<file path="src/rtl/alu_ctrl.sv">
`default_nettype none
// ============================================================================
//  Module   : alu_ctrl
//  Purpose  : Sequences one command at a time through an external
//             combinational ALU and holds the captured result for a consumer.
//  Revision : 1.0  initial release
// ============================================================================
module alu_ctrl (
    input  logic       clk,
    input  logic       rst_n,
    input  logic       cmd_valid,
    output logic       cmd_ready,
    input  logic [2:0] cmd_op,
    input  logic [3:0] cmd_a,
    input  logic [3:0] cmd_b,
    input  logic       cmd_acc,
    output logic [2:0] alu_s,
    output logic [3:0] alu_a,
    output logic [3:0] alu_b,
    input  logic [3:0] alu_f,
    input  logic       alu_carry,
    output logic       res_valid,
    input  logic       res_ready,
    output logic [3:0] res_f,
    output logic       res_carry,
    output logic       res_zero,
    output logic [7:0] op_cnt
);

    localparam logic [1:0] c_IDLE   = 2'd0;
    localparam logic [1:0] c_EXEC   = 2'd1;
    localparam logic [1:0] c_RESULT = 2'd2;

    localparam logic [2:0] c_OP_ADD = 3'd4;
    localparam logic [2:0] c_OP_SUB = 3'd5;

    logic [1:0] r_state;
    logic       r_cmd_ready;
    logic [2:0] r_alu_s;
    logic [3:0] r_alu_a;
    logic [3:0] r_alu_b;
    logic [3:0] r_acc;
    logic       r_res_valid;
    logic [3:0] r_res_f;
    logic       r_res_carry;
    logic       r_res_zero;
    logic [7:0] r_op_cnt;

    logic       w_accept;
    logic       w_carry_op;

    assign w_accept   = cmd_valid & r_cmd_ready;
    // Only arithmetic codes produce a meaningful carry from the ALU.
    assign w_carry_op = (r_alu_s == c_OP_ADD) || (r_alu_s == c_OP_SUB);

    always_ff @(posedge clk or negedge rst_n) begin
        if (!rst_n) begin
            r_state     <= c_IDLE;
            r_cmd_ready <= 1'b1;
            r_alu_s     <= 3'd0;
            r_alu_a     <= 4'd0;
            r_alu_b     <= 4'd0;
            r_acc       <= 4'd0;
            r_res_valid <= 1'b0;
            r_res_f     <= 4'd0;
            r_res_carry <= 1'b0;
            r_res_zero  <= 1'b0;
            r_op_cnt    <= 8'd0;
        end else begin
            case (r_state)
                c_IDLE: begin
                    if (w_accept) begin
                        r_alu_s     <= cmd_op;
                        r_alu_a     <= cmd_acc ? r_acc : cmd_a;
                        r_alu_b     <= cmd_b;
                        r_state     <= c_EXEC;
                        r_cmd_ready <= 1'b0;
                    end
                end
                c_EXEC: begin
                    r_res_f     <= alu_f;
                    r_res_carry <= w_carry_op ? alu_carry : 1'b0;
                    r_res_zero  <= (alu_f == 4'b0000);
                    r_acc       <= alu_f;
                    r_res_valid <= 1'b1;
                    r_state     <= c_RESULT;
                end
                c_RESULT: begin
                    if (res_ready) begin
                        r_res_valid <= 1'b0;
                        r_op_cnt    <= r_op_cnt + 8'd1;
                        r_state     <= c_IDLE;
                        r_cmd_ready <= 1'b1;
                    end
                end
                default: begin
                    // Unused encoding: recover to a clean idle.
                    r_state     <= c_IDLE;
                    r_cmd_ready <= 1'b1;
                    r_res_valid <= 1'b0;
                end
            endcase
        end
    end

    assign cmd_ready = r_cmd_ready;
    assign alu_s     = r_alu_s;
    assign alu_a     = r_alu_a;
    assign alu_b     = r_alu_b;
    assign res_valid = r_res_valid;
    assign res_f     = r_res_f;
    assign res_carry = r_res_carry;
    assign res_zero  = r_res_zero;
    assign op_cnt    = r_op_cnt;

endmodule
`default_nettype wire
</file>
<file path="config.mk">
export PLATFORM = sky130hd
export DESIGN_NAME = alu_ctrl
export DESIGN_NICKNAME = d
export VERILOG_FILES = /design/src/rtl/alu_ctrl.sv
export SDC_FILE = /design/constraint.sdc
export NUM_CORES = 1
export LEC_CHECK = 0
export ABC_AREA = 1
export CORE_ASPECT_RATIO = 1.5
export CORE_MARGIN = 2
export CORE_UTILIZATION = 40
export DETAILED_ROUTE_END_ITERATION = 16
export GPL_ROUTABILITY_DRIVEN = 0
export HOLD_SLACK_MARGIN = 0.08
export PLACE_DENSITY = 0.74
export SYNTH_ARGS = -nofsm -noshare
export SYNTH_HDL_FRONTEND = slang
export SYNTH_SLANG_ARGS = --single-unit
</file>
<file path="constraint.sdc">
create_clock -name clk -period 1.5 [get_ports clk]
set_input_delay 0.15 -clock clk [delete_from_list [all_inputs] [get_ports clk]]
set_output_delay 0.15 -clock clk [all_outputs]
set_load 0.03 [all_outputs]
</file>
### Yosys cells after proc, flatten, opt, wreduce, memory -nomap -nowiden

Cells that the tools add are included.
Widths: inputs -> output; s select.

* logic and storage cells: 38
* output and inout port bits: 27
* register bits: 29

* bitwise gates (word level): 3
* add/sub/neg operators: 1
* multiplexer cells: 10
* equal/unequal tests: 6
* reductions and logical operators: 8

Operators with widths (count)
* $add 8x1->8 const B: 1
* $reduce_and 2->1: 4
* $eq 3x3->1 const B: 2
* $pmux 1 s3: 2
* $pmux 2 s3: 1
* $logic_not 4->1: 1
* $mux 1: 4
* $mux 2: 2
* $mux 4: 1
* $ne 2x2->1 const B: 2
* $reduce_and 3->1: 1
* $eq 2x1->1 const B: 1
* $eq 2x2->1 const B: 1
* $logic_not 2->1: 1
* $not 1->1: 2
* $and 1x1->1: 1
* $logic_or 1x1->1: 1

### Longest topological paths before layout

Gate-level depths: netlist (run 1).

* word-level depth: 3
* mapped depth: 7

### Worst setup path before layout (run 1)

No wires, ideal clock.

* path kind: flip-flop to flip-flop
* start: reg r_op_cnt[1] (netlist: op_cnt[1])
* end: reg r_op_cnt[6] (netlist: op_cnt[6])
* arrival time: 1205 ps
* path buffers: 0
* path slack: 182 ps
* period minus slack after synthesis: 1318 ps
* library setup time: 113 ps
* cell stages (with the launch flop): 7
* path through: dfrtp_1 -> ha_1 -> nand3_1 -> nor2_1 -> nand3_1 -> nand2_1 -> inv_1

* word-level cells in the longest chain between the ends: 1

Ends and longest elaborated chain
* from (decl): line 47 `logic [7:0] r_op_cnt;`
* from (signal assigned): line 91 `r_op_cnt <= r_op_cnt + 8'd1;`
* $add 8x1->8: line 91

No other way between the ends.
A chain may end at the register's enable or synchronous reset.

### Final worst setup path (run 1)

* start: reg r_op_cnt[7] (netlist: op_cnt[7])
* end: out op_cnt[7]

RTL lines
* to (decl): line 27 `output logic [7:0] op_cnt`

No word-level cell between the ends.

==> Implementation_results.wiki, run 1 <==
{| class="wikitable"
! Metric !! Value
|-
| Net Count, Synth || 171
|-
| Compound-gate portion of the synthesized area || 4.33%
|-
| Xor-xnor portion of the synthesized cell area || between 2 and 3%
|-
| Run status || finished, final reports clean
|-
| Placed wire-length estimate || 2.08 mm
|-
| Remaining Overflow, GRT || 0
|-
| Netlist area before placement || 0.00127 mm^2
|-
| Top cell type by total area after synthesis || sky130_fd_sc_hd__dfrtp_1
|-
| Cell area reported after detailed placement || 0.00178 mm^2
|-
| Initial cell density of the core || approximately two fifths
|-
| Number of I/O port buffers || 47
|-
| Nets || 224
|-
| Sequential area share after synthesis || 57.2%
|-
| DRC violation count after routing || 0
|-
| Die ar. || about 0.0037 mm^2
|-
| Die outline width || 50.0 um
|-
| Number of standard-cell rows in the floorplan || 25
|-
| Number of flip-flops and latches in the synthesized netlist || 29
|-
| Number of buffers and inverters on the critical path || 1
|-
| Number of search-and-repair iterations in the first detailed-routing pass || 4
|-
| Tightest Hold Check Type || primary input to asynchronous set/reset pin
|-
| Synth top area cells || sky130_fd_sc_hd__dfrtp_1, sky130_fd_sc_hd__nand2_1, sky130_fd_sc_hd__inv_1, sky130_fd_sc_hd__o21ai_0, sky130_fd_sc_hd__nand3_1
|-
| Num CTS Buffers || 5
|-
| Fmax || 683 MHz
|-
| Met3 Track Usage GR || 6.76%
|-
| Share of layout cells above drive strength 1 || 8.87%
|-
| Multiplexer share of the synthesized area || 0%
|-
| Routed WL per cell || 11.6 um
|-
| Post-synthesis simple-gate area fraction || a little over a quarter
|-
| Most instantiated flip-flop cell in the synthesis netlist || sky130_fd_sc_hd__dfrtp_1
|-
| Clock tree buffer depth || 2
|-
| Post-detailed-route count of antenna-violating nets || 0
|-
| Antenna violations before repair || 0
|-
| Leakage power summed over all cells || approximately 1.0 nW
|-
| Total I/O pin count || 48
|-
| Number of diodes added for antenna fixing || 0
|-
| Final Routed Wirelength || around 2.8 mm
|-
| Via-per-instance ratio || 4.59
|-
| Master of the slowest instance on the critical path || sky130_fd_sc_hd__clkdlybuf4s50_1
|-
| Type of element capturing the critical path || output port
|-
| Pin slew with the least headroom to its limit || 365 ps
|-
| Crit share post-route || 97.6%
|-
| RSZ-0062 raised after global routing || no
|-
| Number of DRC markers after the initial detailed-route iteration || 13
|-
| Type of element launching the critical path || flip-flop
|-
| Final design utilization || 61.5%
|-
| Total number of vias || about 1100
|-
| CP max stage delay || 670 ps
|-
| Crit path setup slack, layout || around 36 ps
|-
| Shortest clock period the worst path allows after layout || about 1500 ps
|-
| Sinks on Clock Net || 29
|-
| Yosys top cell area share || 55.2%
|-
| Most numerous cell in the Yosys netlist || sky130_fd_sc_hd__nand2_1
|-
| Skew-Pair Late Insertion Delay || 280 ps
|-
| Area growth syn-to-layout || 50.0%
|-
| Delay-heaviest family, CP || buffers and inverters
|-
| Largest family of logic cells by synthesized area || simple AND/OR/NAND/NOR gates
|-
| Post-route setup TNS || 0 ps
|-
| Final setup skew || 3.34 ps
|-
| Largest fanout on the critical path || 3
|-
| Max transition margin || between 70 and 80%
|-
| Critical path required time || 1350 ps
|-
| Max-slew violations || 0
|-
| Worst setup slack before clock tree synthesis || 125 ps
|-
| EDFF count, synth || 0
|-
| Overall Global Routing Usage || 16.9%
|-
| Number of distinct library cells after synthesis || 20
|-
| Final Instance Area || 0.00190 mm^2
|-
| Worst path cell trace || clkdlybuf4s50_1
|-
| Global-route wire length before repair || between 4 and 5 mm
|-
| Largest net degree at the start of global routing || 30
|-
| Root cell of the clock tree || sky130_fd_sc_hd__clkbuf_8
|-
| CTS tree || yes
|-
| Power density cells || 2110 mW/mm^2
|-
| Via count of the first global-routing pass || ~1100
|-
| Met2 Resource Use GR || 28.2%
|-
| Post-synthesis share of cell area spent on full adders, half adders and majority gates || 0.985%
|-
| Clock input transition at the sequential cells of the worst setup and hold paths || ~60 ps
|-
| Fin. Hold Viols || 0
|-
| Met1 GRT Util || 18.6%
|-
| Htree depth || 2
|-
| Final setup viols || 0
|-
| Most instantiated cells after synthesis || sky130_fd_sc_hd__nand2_1, sky130_fd_sc_hd__dfrtp_1, sky130_fd_sc_hd__inv_1, sky130_fd_sc_hd__nor2_1, sky130_fd_sc_hd__o21ai_0
|-
| Placeable core region || 0.00310 mm^2
|-
| Share of synthesized flip-flops with an asynchronous set or reset || 100%
|-
| Yosys warning count || 0
|-
| Most heavily used metal layer in global routing || met2
|-
| VDD IR-drop max || 1.27 mV
|-
| Maxcap violations || 0
|-
| Crit path kind || flip-flop to output port
|-
| Worst path arrival time || 1310 ps
|-
| Post-synthesis cell count || 149
|-
| Mapped Avg Cell Area || ~8.5 um^2
|-
| Vert. Die Dim || 73.0 um
|}
[per-layer routing]
| layer | share of wire [%] | up-vias | wire length, um |
|---|---|---|---|
| met5 | 0 | - | 0 |
| met4 | 1.6 | 0 | 46 |
| met3 | 8.0 | 4 | 227 |
| met2 | 49 | 42 | 1390 |
| met1 | 41 | 509 | 1160 |
| li1 | - | 560 | - |
[flip-flops by register name (all words and copies together) (netlist names)]
signal	cells
op_cnt	8
alu_a	4
alu_b	4
res_f	4
alu_s	3
r_state	2
cmd_ready	1
res_carry	1
res_valid	1
res_zero	1
[report_power, final]
part | leakage [nW] | switching [mW] | internal (mW)
registers | 0.355 | 0.269 | 1.12
clock network | 0.0574 | 0.310 | 0.539
logic | 0.632 | 1.13 | 0.653
total | 1.04 | 1.71 | 2.31
[cells by family (layout without fill, tap and decap cells)]
kind of cell,count (synthesis),after routing
buffers and inverters,22,76
AO/OA/AOI/OAI,11,11
AND/OR/NAND/NOR,82,82
adder cells (fa/ha/maj),1,1
XOR/XNOR,4,4
flip-flops,29,29
[worst register-to-register path, stage by stage, from the launching register on]
cell and delay (ps):
sky130_fd_sc_hd__dfrtp_1 450, sky130_fd_sc_hd__nor2_2 140, sky130_fd_sc_hd__nand3_2 260, sky130_fd_sc_hd__inv_2 270, sky130_fd_sc_hd__nand2_1 80, sky130_fd_sc_hd__nand2_1 70
[worst paths after layout]
kind                       slack (ps)                     to  cells after the start                    from
min                               250  op_cnt[2]$_DFFE_PN0P_                      2                   rst_n
max                                40              op_cnt[7]                      1   op_cnt[7]$_DFFE_PN0P_
max in group asynchronous         940  cmd_ready$_DFFE_PN1P_                      2                   rst_n
min reg2reg                       480   alu_a[2]$_DFFE_PN0P_                      2    alu_a[2]$_DFFE_PN0P_
min in group clk                  390   alu_b[2]$_DFFE_PN0P_                      3                cmd_b[2]
max reg2reg                       190   alu_s[2]$_DFFE_PN0P_                      5  r_state[0]$_DFFE_PN0P_
[cell usage in the layout, fill, tap and decap left out]
cell type                         count
sky130_fd_sc_hd__nand2_1             57
sky130_fd_sc_hd__dfrtp_1             28
sky130_fd_sc_hd__clkdlybuf4s50_1     27
sky130_fd_sc_hd__inv_1               18
sky130_fd_sc_hd__dlygate4sd2_1       12
sky130_fd_sc_hd__o21ai_0              9
sky130_fd_sc_hd__nor2_1               9
sky130_fd_sc_hd__dlymetal6s2s_1       8
sky130_fd_sc_hd__nand3_1              7
sky130_fd_sc_hd__clkbuf_8             6
sky130_fd_sc_hd__nor2_2               3
sky130_fd_sc_hd__xor2_1               3
sky130_fd_sc_hd__inv_2                2
sky130_fd_sc_hd__o21ai_1              2
sky130_fd_sc_hd__nand3_2              2
sky130_fd_sc_hd__nand2_2              1
sky130_fd_sc_hd__nand4_1              1
sky130_fd_sc_hd__nor3_1               1
sky130_fd_sc_hd__nand3b_1             1
sky130_fd_sc_hd__xnor2_1              1
sky130_fd_sc_hd__ha_1                 1
sky130_fd_sc_hd__bufinv_16            1
sky130_fd_sc_hd__clkinvlp_4           1
sky130_fd_sc_hd__dfstp_2              1
sky130_fd_sc_hd__buf_4                1
[repair_timing]
action / 4_1_cts / 5_1_grt
endpoints found under the setup margin: 12 / 8
resized for setup: 12 / 8
buffers inserted: 0 / 0
hold buffers: 0 / 0
[through the flow]
step	hold WS, ps	total power, mW	instances
2_1_floorplan	-146	2.52	149
3_3_place_gp	463	3.27	235
3_5_place_dp	469	3.32	235
4_1_cts	263	4.08	243
5_1_grt	274	4.27	243
6_report	251	4.02	243
[layout make-up]
class | count | area (um^2)
Clock inverter | 2 | 37.5
Timing Repair Buffer | 48 | 483
Sequential cell | 29 | 727
Inverter | 20 | 75.1
Clock buffer | 6 | 82.6
Fill cell | 269 | 1190
Tap cell | 40 | 50.0
Multi-Input combinational cell | 98 | 449
Power figures use the tool's default switching activity.
==> run 2, diff against run 1 <==
- GPL_TIMING_DRIVEN: not set -> 0
- PLACE_DENSITY: 0.74 -> 0.8
==> run 2 against run 1 <==
Compared with the run above:
- critical path type unchanged
- worst hold slack better by 150 ps
- final cell count is 0.82% higher
- total power is 2.3% lower
- fmax is 0.18% lower
- sequential power hardly changed
- largest power group unchanged
- sequential share of layout area is 0.17 points lower
- clock-buffer cell count is 1 higher
- critical path depth stayed put
- clock skew is 2.5 ps higher
==> Implementation_results.wiki, run 2 (synthesis gave the netlist of run 1 again) <==
{| class="wikitable"
! Metric !! Value
|-
| Number of DRC markers after the initial detailed-route iteration || 19 (+6)
|-
| Area growth syn-to-layout || 50.6%
|-
| Leakage power summed over all cells || 1.09 nW (+4.4%)
|-
| Htree depth || 2 (unchanged)
|-
| Post-detailed-route count of antenna-violating nets || 0 (unchanged)
|-
| Number of buffers and inverters on the critical path || 1 (unchanged)
|-
| RSZ-0062 raised after global routing || no
|-
| CP max stage delay || 680 ps (about the same)
|-
| Tightest Hold Check Type || primary input to flip-flop
|-
| Final setup viols || 0 (unchanged)
|-
| Global-route wire length before repair || 4.55 mm (-2.5%)
|-
| Flip-flop count of the largest register, all copies and words added || 8 (unchanged)
|-
| Worst path arrival time || 1320 ps (about the same)
|-
| Die outline width || 50.0 um (unchanged)
|-
| Via count of the first global-routing pass || 1078 (-1.1%)
|-
| Proportion of power drawn by flip-flops and latches || 35.3% (+0.7 points)
|-
| Placeable core region || 0.00310 mm^2 (unchanged)
|-
| Cell area reported after detailed placement || 0.00179 mm^2 (+0.63%)
|-
| Worst path cell trace || clkdlybuf4s50_1
|-
| Placed wire-length estimate || 1.93 mm (-7.2%)
|-
| Clock network fraction of design power || 17.9% (-3.2 points)
|-
| CTS tree || yes
|-
| Nets || 226 (+0.89%)
|-
| Max transition margin || 58.1% (-18 points)
|-
| Commonest cells after routing, fill and taps aside || sky130_fd_sc_hd__nand2_1, sky130_fd_sc_hd__dfrtp_1, sky130_fd_sc_hd__clkdlybuf4s50_1
|-
| Number of diodes added for antenna fixing || 0 (unchanged)
|-
| Total I/O pin count || 48 (unchanged)
|-
| Final Routed Wirelength || 2.68 mm (-5.1%)
|-
| Root cell of the clock tree || sky130_fd_sc_hd__clkbuf_8
|-
| DRC violation count after routing || 0 (unchanged)
|-
| Antenna violations before repair || 0 (unchanged)
|-
| Shortest clock period the worst path allows after layout || 1470 ps (+2.67 ps)
|-
| Crit share post-route || 97.8% (+0.18 points)
|-
| Die ar. || 0.00365 mm^2 (unchanged)
|-
| Met2 Routed Length || 1.44 mm (+3.1%)
|-
| Clock tree buffer depth || 2 (unchanged)
|-
| Via-per-instance ratio || 4.56 (-0.55%)
|-
| Clock input transition at the sequential cells of the worst setup and hold paths || 60 ps (about the same)
|-
| Final setup skew || 5.80 ps (+2.46 ps)
|-
| Run status || finished, final reports clean
|-
| Internal || 2.25 mW (-3.0%)
|-
| Largest net degree at the start of global routing || 30 (unchanged)
|-
| Fmax || 682 MHz (-0.18%)
|-
| Maxcap violations || 0 (unchanged)
|-
| Share of layout cells above drive strength 1 || 9.76% (+0.89 points)
|-
| Vert. Die Dim || 73.0 um (unchanged)
|-
| Critical path required time || 1350 ps (about the same)
|-
| Post-route met1 wirelength || 1.05 mm (-9.7%)
|-
| Final Instance Area || 0.00191 mm^2 (+0.46%)
|-
| Fin. Hold Viols || 0 (unchanged)
|-
| Switching pwr || 1.68 mW (-1.5%)
|-
| Crit path kind || flip-flop to output port
|-
| Final design utilization || 61.8% (+0.28 points)
|-
| Top layer in use || met4
|-
| Routed WL per cell || 10.9 um (-5.9%)
|-
| Delay-heaviest family, CP || buffers and inverters
|-
| Max-slew violations || 0 (unchanged)
|-
| Number of standard-cell rows in the floorplan || 25 (unchanged)
|-
| VDD IR-drop max || 1.17 mV (-7.7%)
|-
| Total number of vias || 1118 (+0.27%)
|-
| Overall Global Routing Usage || 16.7% (-0.11 points)
|-
| Combinational fraction of design power || 46.8% (+2.5 points)
|-
| Met3 Routed Length || 144 um (-37%)
|-
| Num CTS Buffers || 5 (unchanged)
|-
| Commonest non-fill, non-tap cell in the layout || sky130_fd_sc_hd__nand2_1
|-
| Number of search-and-repair iterations in the first detailed-routing pass || 5 (+1)
|-
| Master of the slowest instance on the critical path || sky130_fd_sc_hd__clkdlybuf4s50_1
|-
| Type of element launching the critical path || flip-flop
|-
| Largest fanout on the critical path || 2 (-1)
|-
| Power density cells || 2050 mW/mm^2 (-2.8%)
|-
| Number of I/O port buffers || 47 (unchanged)
|-
| Remaining Overflow, GRT || 0 (unchanged)
|-
| Type of element capturing the critical path || output port
|-
| Initial cell density of the core || 41.0% (unchanged)
|-
| Skew-Pair Late Insertion Delay || 280 ps (about the same)
|-
| Filler cells || 265 (-1.5%)
|-
| Sinks on Clock Net || 29 (unchanged)
|-
| Switching portion of total power || 42.8% (+0.38 points)
|-
| Pin slew with the least headroom to its limit || 628 ps (+263 ps)
|}
==> run 2: changes by cell type in the layout (fill, tap and decap cells not counted), sizes merged <==
| cell | before | now |
|---|---|---|
| clkinv | 0 | 1 |
| clkdlybuf4s50 | 27 | 26 |
| dlymetal6s2s | 8 | 11 |
| bufinv | 1 | 0 |
| buf | 1 | 3 |
| clkbuf | 6 | 7 |
| dlygate4sd2 | 12 | 9 |
| dlygate4sd3 | 0 | 1 |
| clkinvlp | 1 | 0 |
==> run 2: timing repair <==
item                                    in CTS  in global routing
hold buffers                                 0                  1
pin swaps                                    0                  0
endpoints found under the setup margin       9                 11
hold endpoints to repair                     0                 28
buffers inserted                             0                  0
gates resized for setup                      9                 11
==> run 2: final timing paths <==
check                                           start               endpoint  slack (ps)  cells after the start
worst max-delay path             alu_a[0]$_DFFE_PN0P_               alu_a[0]          30                      1
worst min-delay path                         cmd_b[0]   alu_b[0]$_DFFE_PN0P_         400                      3
worst max register to register  op_cnt[1]$_DFFE_PN0P_  op_cnt[6]$_DFFE_PN0P_         290                      6
worst min register to register   alu_b[1]$_DFFE_PN0P_   alu_b[1]$_DFFE_PN0P_         470                      2
max in group asynchronous                       rst_n   alu_b[1]$_DFFE_PN0P_         660                      2
min in group asynchronous                       rst_n  op_cnt[0]$_DFFE_PN0P_         430                      2
==> run 2: power by group through the flow <==
stage	clock network, mW	logic (mW)	registers [mW]
4_1_cts	0.727	1.88	1.40
2_1_floorplan	0	0.547	1.97
5_1_grt	0.766	2.00	1.44
6_report	0.704	1.84	1.38
3_5_place_dp	0	1.94	1.41
3_3_place_gp	0	1.91	1.40
==> run 2: stage by stage <==
step	setup TNS, ps	setup slack, ps	hold WS [ps]	power [mW]	cells
floorplan	0	182	-146	2.52	149
global placement	-5340	-192	465	3.30	236
detailed placement	-5390	-194	464	3.35	236
CTS	0	1.46	390	4.00	244
global route	0	2.28	412	4.21	245
finish	0	33.4	397	3.93	245
==> run 2: layout make-up <==
cell class              instances  area, um^2  area share, %
multi-input cells              98         449           23.5
repair buffers                 48         492           25.7
well taps                      40        50.0           2.62
flip-flops and latches         29         727           38.0
clock inverters                 1        5.00          0.262
inverters                      20        75.1           3.92
plain buffers                   2        18.8          0.981
clock buffers                   7        96.3           5.04
==> run 2: metal layers <==
| layer | vias to the layer above | track usage (%) |
|---|---|---|
| met2 | 36 | 30.3 |
| met1 | 510 | 16.8 |
| met3 | 6 | 5.53 |
| li1 | 566 | - |
| met5 | - | 0 |
| met4 | 0 | 8.33 |
==> edit: new RTL, flow settings as in run 1 <==
Put one more register stage on the output `op_cnt`, with the module's reset. The value now appears one clock later. The other outputs are not delayed to match.
--- a/src/rtl/alu_ctrl.sv
+++ b/src/rtl/alu_ctrl.sv
@@ -111,7 +111,13 @@
     assign res_f     = r_res_f;
     assign res_carry = r_res_carry;
     assign res_zero  = r_res_zero;
-    assign op_cnt    = r_op_cnt;
+    always_ff @(posedge clk or negedge rst_n) begin
+        if (!rst_n) begin
+            op_cnt <= '0;
+        end else begin
+            op_cnt <= r_op_cnt;
+        end
+    end
 
 endmodule
 `default_nettype wire
Function: changed (a bounded check fails within 4 cycles, from zero or initial values and one cycle with rst_n low).
==> edit against run 1 <==
Synthesized area increased by 16%. Sequential cell count increased by 8. Clock skew about the same. Final area increased by 9.8%. Wire length increased by 6.1%. Power decreased by 4.6%. Cell count increased by 2.9%. First-iteration DRC count increased by 46%. Setup slack improved by 0.0027 ns. Critical endpoint is now res_valid.
==> edit: results (changes against run 1) <==
* Static leakage at 1.09 nW (+4.8%)
* Worst min path class: primary input to async pin
* Post-synth cell types at 22 (+10%)
* Critical Path AT at 1.31 ns (about the same)
* Mapped Nets at 174 (+1.8%)
* Synth cell count leaders: nand2_1 (55), dfrtp_1 (36), inv_1 (19)
* Clock Skews at 0.00364 ns (+0.000297 ns)
* Layout cells sized above 1 at 8.21% (-0.65 points)
* N_diodes at 0 (unchanged)
* Status: completed
* DRT iter0 DRCs at 19 (+6)
* CP Max Fanout at 2 (-1)
* Slowest stage delay, CP at 0.67 ns (about the same)
* Crit-path leading delay family: buffers and inverters
* Initial antenna violation count at 0 (unchanged)
* Routed vias/inst at 4.56 (-0.62%)
* FILL cells at 339 (+26%)
* Fraction of registers with async set/reset at 100% (unchanged)
* DP HPWL at 2330 um (+12%)
* Num CTS Buffers at 5 (unchanged)
* Max_slew headroom at 62.1% (-14 points)
* Slowest-stage cell, CP: clkdlybuf4s50_1
* Ys Warns at 0 (unchanged)
* Final #Nets at 228 (+1.8%)
* Largest net degree at the start of global routing at 28 (-6.7%)
* First-pass iteration count of the detailed router at 2 (-2)
* Largest regs: op_cnt (8), r_op_cnt (8)
* H-tree depth at 2 (unchanged)
* Vias in the first global route at 1,095 (+0.46%)
* Gr usage total at 16.5% (-0.37 points)
* Sequential cell area fraction in the yosys report at 62.7% (+5.4 points)
* Port Buffers at 47 (unchanged)
* Worst-path clk slew at 0.07 ns
* Wire per inst at 12.0 um (+3.1%)
* Top cells by area, synth: dfrtp_1 (61%), nand2_1 (14%), inv_1 (4.8%), nand3_1 (2.4%), o21ai_0 (2.4%)
* Root Buffer: clkbuf_8
* Clock buffer depth at 2 (unchanged)
* Worst slack, placed at 0.146 ns (+0.0207 ns)
* Cell taking the most area after synthesis: dfrtp_1
* Skew-Pair Late Insertion Delay at 0.28 ns (about the same)
* Maximum VDD drop at 1140 uV (-10%)
* Global-route wire length before repair at 4970 um (+6.6%)
==> edit: final timing paths <==
check	startpoint	endpoint	slack [ns]	depth (start not counted)
setup reg to reg	cmd_ready$_DFFE_PN1P_	alu_a[0]$_DFFE_PN0P_	0.25	5
hold reg to reg	r_op_cnt[7]$_DFFE_PN0P_	op_cnt[7]$_DFF_PN0_	0.41	0
max in group asynchronous	rst_n	alu_s[2]$_DFFE_PN0P_	0.54	3
min in group clk	cmd_b[3]	alu_b[3]$_DFFE_PN0P_	0.41	3
hold / removal	rst_n	r_op_cnt[0]$_DFFE_PN0P_	0.39	2
setup / recovery	res_valid$_DFFE_PN0P_	res_valid	0.04	1
==> edit: cell type report <==
cell class              instances  area (sq um)  share of cell area [%]
well taps                      43          53.8                    2.57
repair buffers                 50           499                    23.9
inverters                      20          75.1                    3.59
clock buffers                   6          72.6                    3.47
multi-input cells              92           453                    21.7
clock inverters                 2          10.0                   0.479
flip-flops and latches         37           927                    44.3
==> edit: report_power, final <==
group	total [W]	switching [W]	internal [W]
Sequential	0.00158	0.000244	0.00134
Clock	0.000656	0.000335	0.000322
Combinational	0.00160	0.000957	0.000640
==> edit: cells by family (layout without fill, tap and decap cells) <==
kind of cell | after synthesis | in the layout | synth area share (%)
DFF | 37 | 37 | 62.7
buffers and inverters | 23 | 78 | 6.68
AOI/OAI and AO/OA | 14 | 14 | 5.24
and+or+nand+nor | 73 | 73 | 22.2
xor gates and xnor gates | 4 | 4 | 2.37
adders and majority gates | 1 | 1 | 0.846
==> edit: routing by layer <==
metal / vias to the layer above / global-route usage, % / share of wire (%)
li1: 580 / - / -
met2: 29 / 27.2 / 53
met4: 0 / 6.67 / 2.6
met1: 522 / 19.0 / 40
met3: 9 / 5.51 / 4.2
met5: - / 0 / 0
==> edit: per-stage QoR <==
step	utilization, %	instances	instance area (sq um)	power, W
after floorplan	-	152	1480	0.00253
after global placement	55.0	241	1990	0.00325
after detailed placement	55.0	241	1990	0.00328
after CTS	57.4	250	2080	0.00389
after global routing	57.8	250	2090	0.00407
final	57.8	250	2090	0.00384
==> edit: what timing repair did <==
action | CTS | global route
gates resized for setup | 5 | 6
endpoints found under the hold margin | 25 | 0
buffers inserted | 0 | 0
endpoints found under the setup margin | 5 | 6
gates cloned | 0 | 0
hold buffers | 1 | 0
